===== src/rtl/sound_pkg.sv =====
// Shared types and constants for the snake-game sound output stage.
//   env_state_t : envelope FSM states
//   LEVEL_MAX   : full-scale envelope level
//   PWM_W       : PWM counter / duty width
//   sat_add / sat_sub : 8-bit saturating level arithmetic
package sound_pkg;

    typedef enum logic [1:0] {
        IDLE,
        ATTACK,
        SUSTAIN,
        DECAY
    } env_state_t;

    localparam logic [7:0] LEVEL_MAX = 8'd255;
    localparam int unsigned PWM_W = 8;

    // 9-bit sum so the carry tells us to clamp at full scale.
    function automatic logic [7:0] sat_add(input logic [7:0] a, input logic [7:0] b);
        logic [8:0] sum;
        sum = {1'b0, a} + {1'b0, b};
        return sum[8] ? LEVEL_MAX : sum[7:0];
    endfunction

    function automatic logic [7:0] sat_sub(input logic [7:0] a, input logic [7:0] b);
        return (a > b) ? (a - b) : 8'd0;
    endfunction

endpackage


===== src/rtl/pwm_modulator.sv =====
// Single-pin PWM generator.
//   clk, rst        : clock, synchronous active-high reset
//   duty_pending_i  : next duty value; sampled only at the period boundary
//   pwm_o           : registered PWM output, high for duty cycles out of 256
module pwm_modulator
    import sound_pkg::*;
(
    input  logic             clk,
    input  logic             rst,
    input  logic [PWM_W-1:0] duty_pending_i,
    output logic             pwm_o
);

    logic [PWM_W-1:0] cnt_q, cnt_d;
    logic [PWM_W-1:0] duty_q, duty_d;
    logic             pwm_q, pwm_d;

    always_comb begin
        cnt_d  = cnt_q + PWM_W'(1);
        duty_d = duty_q;
        // Reload only as the counter wraps so a period never sees two duties.
        if (&cnt_q) begin
            duty_d = duty_pending_i;
        end
        pwm_d = (cnt_d < duty_d);
    end

    always_ff @(posedge clk) begin
        if (rst) begin
            cnt_q  <= '0;
            duty_q <= '0;
            pwm_q  <= 1'b0;
        end else begin
            cnt_q  <= cnt_d;
            duty_q <= duty_d;
            pwm_q  <= pwm_d;
        end
    end

    assign pwm_o = pwm_q;

endmodule


===== src/rtl/sound_envelope_pwm.sv =====
// Sound output stage: attack/sustain/decay envelope applied to the sawtooth
// sample, then driven to the speaker as 8-bit PWM.
//   clk, rst       : clock, synchronous active-high reset
//   sample_i       : unsigned sawtooth sample
//   sample_tick_i  : one-cycle strobe, sample_i is new
//   note_start_i   : one-cycle strobe, start or retrigger the envelope
//   pwm_o          : PWM speaker drive
//   level_o        : current envelope level
//   busy_o         : envelope not idle
module sound_envelope_pwm
    import sound_pkg::*;
#(
    parameter int unsigned ENV_DIV       = 120000,
    parameter int unsigned ATTACK_STEP   = 8,
    parameter int unsigned DECAY_STEP    = 2,
    parameter int unsigned SUSTAIN_TICKS = 25
) (
    input  logic       clk,
    input  logic       rst,
    input  logic [7:0] sample_i,
    input  logic       sample_tick_i,
    input  logic       note_start_i,
    output logic       pwm_o,
    output logic [7:0] level_o,
    output logic       busy_o
);

    localparam int unsigned PRESC_W = $clog2(ENV_DIV);
    localparam int unsigned HOLD_W  = (SUSTAIN_TICKS > 1) ? $clog2(SUSTAIN_TICKS) : 1;

    localparam logic [PRESC_W-1:0] PRESC_LAST = PRESC_W'(ENV_DIV - 1);
    localparam logic [HOLD_W-1:0]  HOLD_LAST  = HOLD_W'(SUSTAIN_TICKS - 1);
    localparam logic [7:0]         ATK_STEP8  = 8'(ATTACK_STEP);
    localparam logic [7:0]         DEC_STEP8  = 8'(DECAY_STEP);

    env_state_t         state_q, state_d;
    logic [7:0]         level_q, level_d;
    logic [HOLD_W-1:0]  hold_q, hold_d;
    logic [PRESC_W-1:0] presc_q, presc_d;
    logic [PWM_W-1:0]   duty_pending_q, duty_pending_d;
    logic               env_tick;
    logic [7:0]         level_step;

    // Envelope FSM and prescaler.
    always_comb begin
        state_d    = state_q;
        level_d    = level_q;
        hold_d     = hold_q;
        presc_d    = presc_q;
        level_step = level_q;

        env_tick = (state_q != IDLE) && (presc_q == PRESC_LAST);

        if (state_q != IDLE) begin
            presc_d = env_tick ? '0 : presc_q + PRESC_W'(1);
        end

        if (note_start_i) begin
            // Retrigger keeps the current level so the restart is click-free.
            state_d = ATTACK;
            presc_d = '0;
            hold_d  = '0;
        end else if (env_tick) begin
            unique case (state_q)
                ATTACK: begin
                    level_step = sat_add(level_q, ATK_STEP8);
                    level_d    = level_step;
                    if (level_step == LEVEL_MAX) begin
                        state_d = SUSTAIN;
                        hold_d  = '0;
                    end
                end
                SUSTAIN: begin
                    if (hold_q == HOLD_LAST) begin
                        state_d = DECAY;
                    end else begin
                        hold_d = hold_q + HOLD_W'(1);
                    end
                end
                DECAY: begin
                    level_step = sat_sub(level_q, DEC_STEP8);
                    level_d    = level_step;
                    if (level_step == 8'd0) begin
                        state_d = IDLE;
                    end
                end
                IDLE: ;
                default: ;
            endcase
        end
    end

    // Sample scaling: top byte of sample*level, using the level before any
    // same-cycle envelope update.
    always_comb begin
        duty_pending_d = duty_pending_q;
        if (sample_tick_i) begin
            duty_pending_d = 8'(({8'd0, sample_i} * {8'd0, level_q}) >> 8);
        end
    end

    always_ff @(posedge clk) begin
        if (rst) begin
            state_q        <= IDLE;
            level_q        <= '0;
            hold_q         <= '0;
            presc_q        <= '0;
            duty_pending_q <= '0;
        end else begin
            state_q        <= state_d;
            level_q        <= level_d;
            hold_q         <= hold_d;
            presc_q        <= presc_d;
            duty_pending_q <= duty_pending_d;
        end
    end

    pwm_modulator u_pwm (
        .clk            (clk),
        .rst            (rst),
        .duty_pending_i (duty_pending_q),
        .pwm_o          (pwm_o)
    );

    assign level_o = level_q;
    assign busy_o  = (state_q != IDLE);

endmodule


===== config.mk =====
export PLATFORM = sky130hd
export DESIGN_NAME = sound_envelope_pwm
export DESIGN_NICKNAME = d
export VERILOG_FILES = /design/src/rtl/sound_pkg.sv /design/src/rtl/pwm_modulator.sv /design/src/rtl/sound_envelope_pwm.sv
export SDC_FILE = /design/constraint.sdc
export NUM_CORES = 1
export LEC_CHECK = 0
export ABC_AREA = 1
export CORE_MARGIN = 1.5
export CORE_UTILIZATION = 52
export CTS_CLUSTER_DIAMETER = 200
export DETAILED_ROUTE_END_ITERATION = 16
export PLACE_DENSITY = 0.7
export SETUP_SLACK_MARGIN = 0.02
export SYNTH_ARGS = -nofsm -noshare
export SYNTH_HDL_FRONTEND = slang
export SYNTH_HIERARCHICAL = 1
export SYNTH_SLANG_ARGS = --single-unit

===== constraint.sdc =====
create_clock -name clk -period 5.9 [get_ports clk]
set_input_delay 1.18 -clock clk [delete_from_list [all_inputs] [get_ports clk]]
set_output_delay 1.18 -clock clk [all_outputs]
set_load 0.02 [all_outputs]

==> summary.md <==
| Metric | Value |
|---|---|
| Initial core utilization | `a little over half` |
| Register area share after synthesis | `approximately a fifth` |
| Die area | `approximately 11,000 sq um` |
| Top delay family on crit path | `adder cells` |
| WL/cell | `~12 um` |
| WP data arrival | `between 5000 and 6000 ps` |
| Vias in the first global route | `about 4,600` |
| # rows | `36` |
| Hold/Removal Path Class | `reg -> reg` |
| Via count | `~4,800` |
| GRT Util Overall | `between 20 and 25%` |
| FMAX | `approximately 190 MHz` |
| Post-cts resize count | `0` |
| FF-to-FF path depth | `16` |
| Pre-Repair DR Iteration Count | `5` |
| Post-CTS setup buffer count | `0` |
| Mapped Cells | `between 700 and 800` |
| Clock buffer count from CTS | `9` |
| Final Hold Viols | `0` |
| Top post-synthesis cells by area | `dfxtp_1 21%, fa_1 13%, nand2_1 12%, inv_1 11%, ha_1 11%` |
| Fin crit period | `between 5000 and 6000 ps` |
| Synth cell types | `44` |
| WHS Path Cells | `1` |
| VDD IR-drop max | `~0.11 mV` |
| Synth top area share | `between 20% and 30%` |
| Fin nets | `around 890` |
| Clock Pin Slew Worst Setup and Hold Paths | `~60 ps` |
| Die width | `roughly 100 um` |
| Grt total ovfl | `0` |
| Die H | `roughly 100 um` |
| Critical Path Most Common Cell | `fa_1` |
| Number of synthesized flops with an enable pin | `0` |
| Fin crit share | `slightly below 90%` |
| Layout cell share with drive strength beyond 1 | `approximately 5.3%` |
| Synth-to-layout area growth | `9.988%` |
| Leak Pwr | `3.252 nW` |
| CP cell instances | `clkdlybuf4s50_1 > nand2_1 > inv_1 > fa_1 > fa_1 > fa_1 > inv_1 > fa_1 > inv_1 > ha_1 > a21oi_1 > o21ai_0 > a211oi_1 > nand3_1 > nand2_1 > nor2_1 > nor2_1` |
| CP startpoint kind | `primary input` |
| Largest net degree at the start of global routing | `28` |
| Setup violators final | `0` |
| Dominant synthesized flop cell | `dfxtp_1` |
| RSZ-0062 raised after global routing | `false` |
| Drt initial violations | `roughly 170` |
| Power per cell area | `145.3 nW/um^2` |
| Yosys top cell by area | `dfxtp_1` |
| DRC errors left | `0` |
| Async set-reset flop share out of synthesis | `0%` |
| Worst-Margin Slew | `~680 ps` |
| I/O pin cnt | `22` |
| ANT nets after route | `0` |
| Crit path max fanout | `8` |
| Avg Inst Size Synth | `6.893 sq um` |
| Flops & latches, synth | `57` |
| CP bufs+invs | `4` |
| Outcome | `finished, final reports clean` |
| Syn Std Cell Area | `roughly 5300 sq um` |
| Root buf cell | `clkbuf_8` |
| Fillers | `just over 900` |
| Setup Slack @ Placement | `375.8 ps` |
| CTS tree | `built` |
| Htree depth | `3` |
| Design Area, Final | `between 5000 and 6000 sq um` |
| Longest Clk Path Bufs | `2` |
| Setup ws final | `692.3 ps` |
| Critical path data required time | `between 6000 and 7000 ps` |
| Wirelength, routed | `approximately 11,000 um` |
| Max capacitance violation total | `0` |
| DR vias/cell | `about 5` |
| CP peak stage delay | `between 600 and 700 ps` |
| CP endpoint kind | `register` |
| Routability cong. | `a little under 0.9` |
| Setup TNS Final | `0 ps` |
| Placed cell area | `around 5700 sq um` |
| Seq. cell area | `between 1000 and 1500 sq um` |
| Area of the multi-input gates | `between 3000 and 4000 sq um` |
| DP HPWL | `8842 um` |
| Total core area | `9864 sq um` |
| Syn Nets | `between 800 and 900` |
| Slew headroom | `between 50% and 60%` |
| Worst-Skew Late Latency | `330 ps` |
| Yosys warnings | `6` |
| First-pass GRT wire length | `20,130 um` |
| Port bufs | `21` |
| Finished Core Util | `59.64%` |
| CP Depth | `17` |
| Ant. Diodes | `0` |
| Critical-path top delay cell | `clkdlybuf4s50_1` |
| Cts hold-fix bufs | `0` |
| CP Class | `in -> reg` |
| Clk_skew | `around 12 ps` |
| Antenna violations before repair | `0` |
| CTS Sinks | `57` |
| Slew Limit Fails | `0` |
path summary, 6_finish.rpt:
| path | to | slack [ps] | start |
|---|---|---|---|
| worst max-delay path | duty_pending_q[7] | 690 | sample_i[2] |
| worst min-delay path | u_pwm/cnt_q[0] | 480 | u_pwm/cnt_q[0] |
| worst max register to register | duty_pending_q[7] | 1450 | level_o[3] |
| worst min register to register | u_pwm/cnt_q[0] | 480 | u_pwm/cnt_q[0] |
cell usage after synthesis, types with 3 or more instances:
library cell and number:
a211oi_1 4, a21oi_1 31, a31oi_1 3, buf_2 5
clkbuf_1 14, dfxtp_1 57, fa_1 35, ha_1 47
inv_1 163, mux2i_1 7, nand2_1 172, nand2_2 4
nand3_1 42, nand4_1 14, nor2_1 82, nor2_4 5
nor3_1 13, o211ai_1 3, o21ai_0 31, xnor2_1 4
xor2_1 6
layout make-up:
class	count	area share, %
clock buffer	11	2.403
inverter	165	10.53
clock inverter	5	1.340
tap	133	2.829
sequential	57	19.40
timing repair buffer	24	3.956
multi-input combinational	534	59.55
registers in the layout, indices dropped and copies added, names as in the netlist:
register and cells:
u_pwm/cnt_q 8, state_q 2, level_o 8, hold_q 5
u_pwm/pwm_o 1, presc_q 17, duty_pending_q 8, u_pwm/duty_q 8
metal layers:
metal / up-vias / share of wire [%] / track usage, %
li1: 2442 / - / -
met1: 2249 / 46 / 28.08
met2: 93 / 50 / 38.86
met3: 4 / 4.0 / 4.762
met4: 0 / 0.32 / 4.663
met5: - / 0 / 0
cell families after synthesis:
kind of cell	share of synthesized area [%]
DFF	21.33
xor gates and xnor gates	1.637
adders and majority gates	24.09
and+or+nand+nor	29.03
muxes	1.310
buffers and inverters	13.17
AOI/OAI and AO/OA	9.427
layout by cell type (no fill, tap or decap), types with 3 or more instances in the layout:
cell | netlist | routed
clkbuf_8 | 0 | 10
nand2_2 | 4 | 4
nand4_1 | 14 | 14
a211oi_1 | 4 | 4
nand3_1 | 42 | 42
mux2i_1 | 7 | 7
nor2_1 | 82 | 82
dfxtp_1 | 57 | 57
xor2_1 | 6 | 6
fa_1 | 35 | 35
buf_4 | 1 | 3
a31oi_1 | 3 | 3
nand2_1 | 172 | 172
o21ai_0 | 31 | 31
clkdlybuf4s50_1 | 0 | 21
nor3_1 | 13 | 13
inv_1 | 163 | 163
a21oi_1 | 31 | 31
ha_1 | 47 | 47
nor2_4 | 5 | 5
xnor2_1 | 4 | 4
o211ai_1 | 3 | 3
through the flow:
| stage | power (mW) | instances | hold slack, ps |
|---|---|---|---|
| 6_report | 0.8548 | 929 | 476.1 |
| 5_1_grt | 0.8924 | 929 | 514.6 |
| 4_1_cts | 0.8662 | 929 | 482.1 |
| 3_5_place_dp | 0.4593 | 913 | 466.7 |
| 3_3_place_gp | 0.4578 | 913 | 460.3 |
| 2_1_floorplan | 0.4379 | 776 | 440.1 |
report_power, final:
part / switching, mW / internal, mW
combinational: 0.0349 / 0.0209
sequential: 0.00394 / 0.391
clock: 0.155 / 0.249
Power figures use the tool's default switching activity.
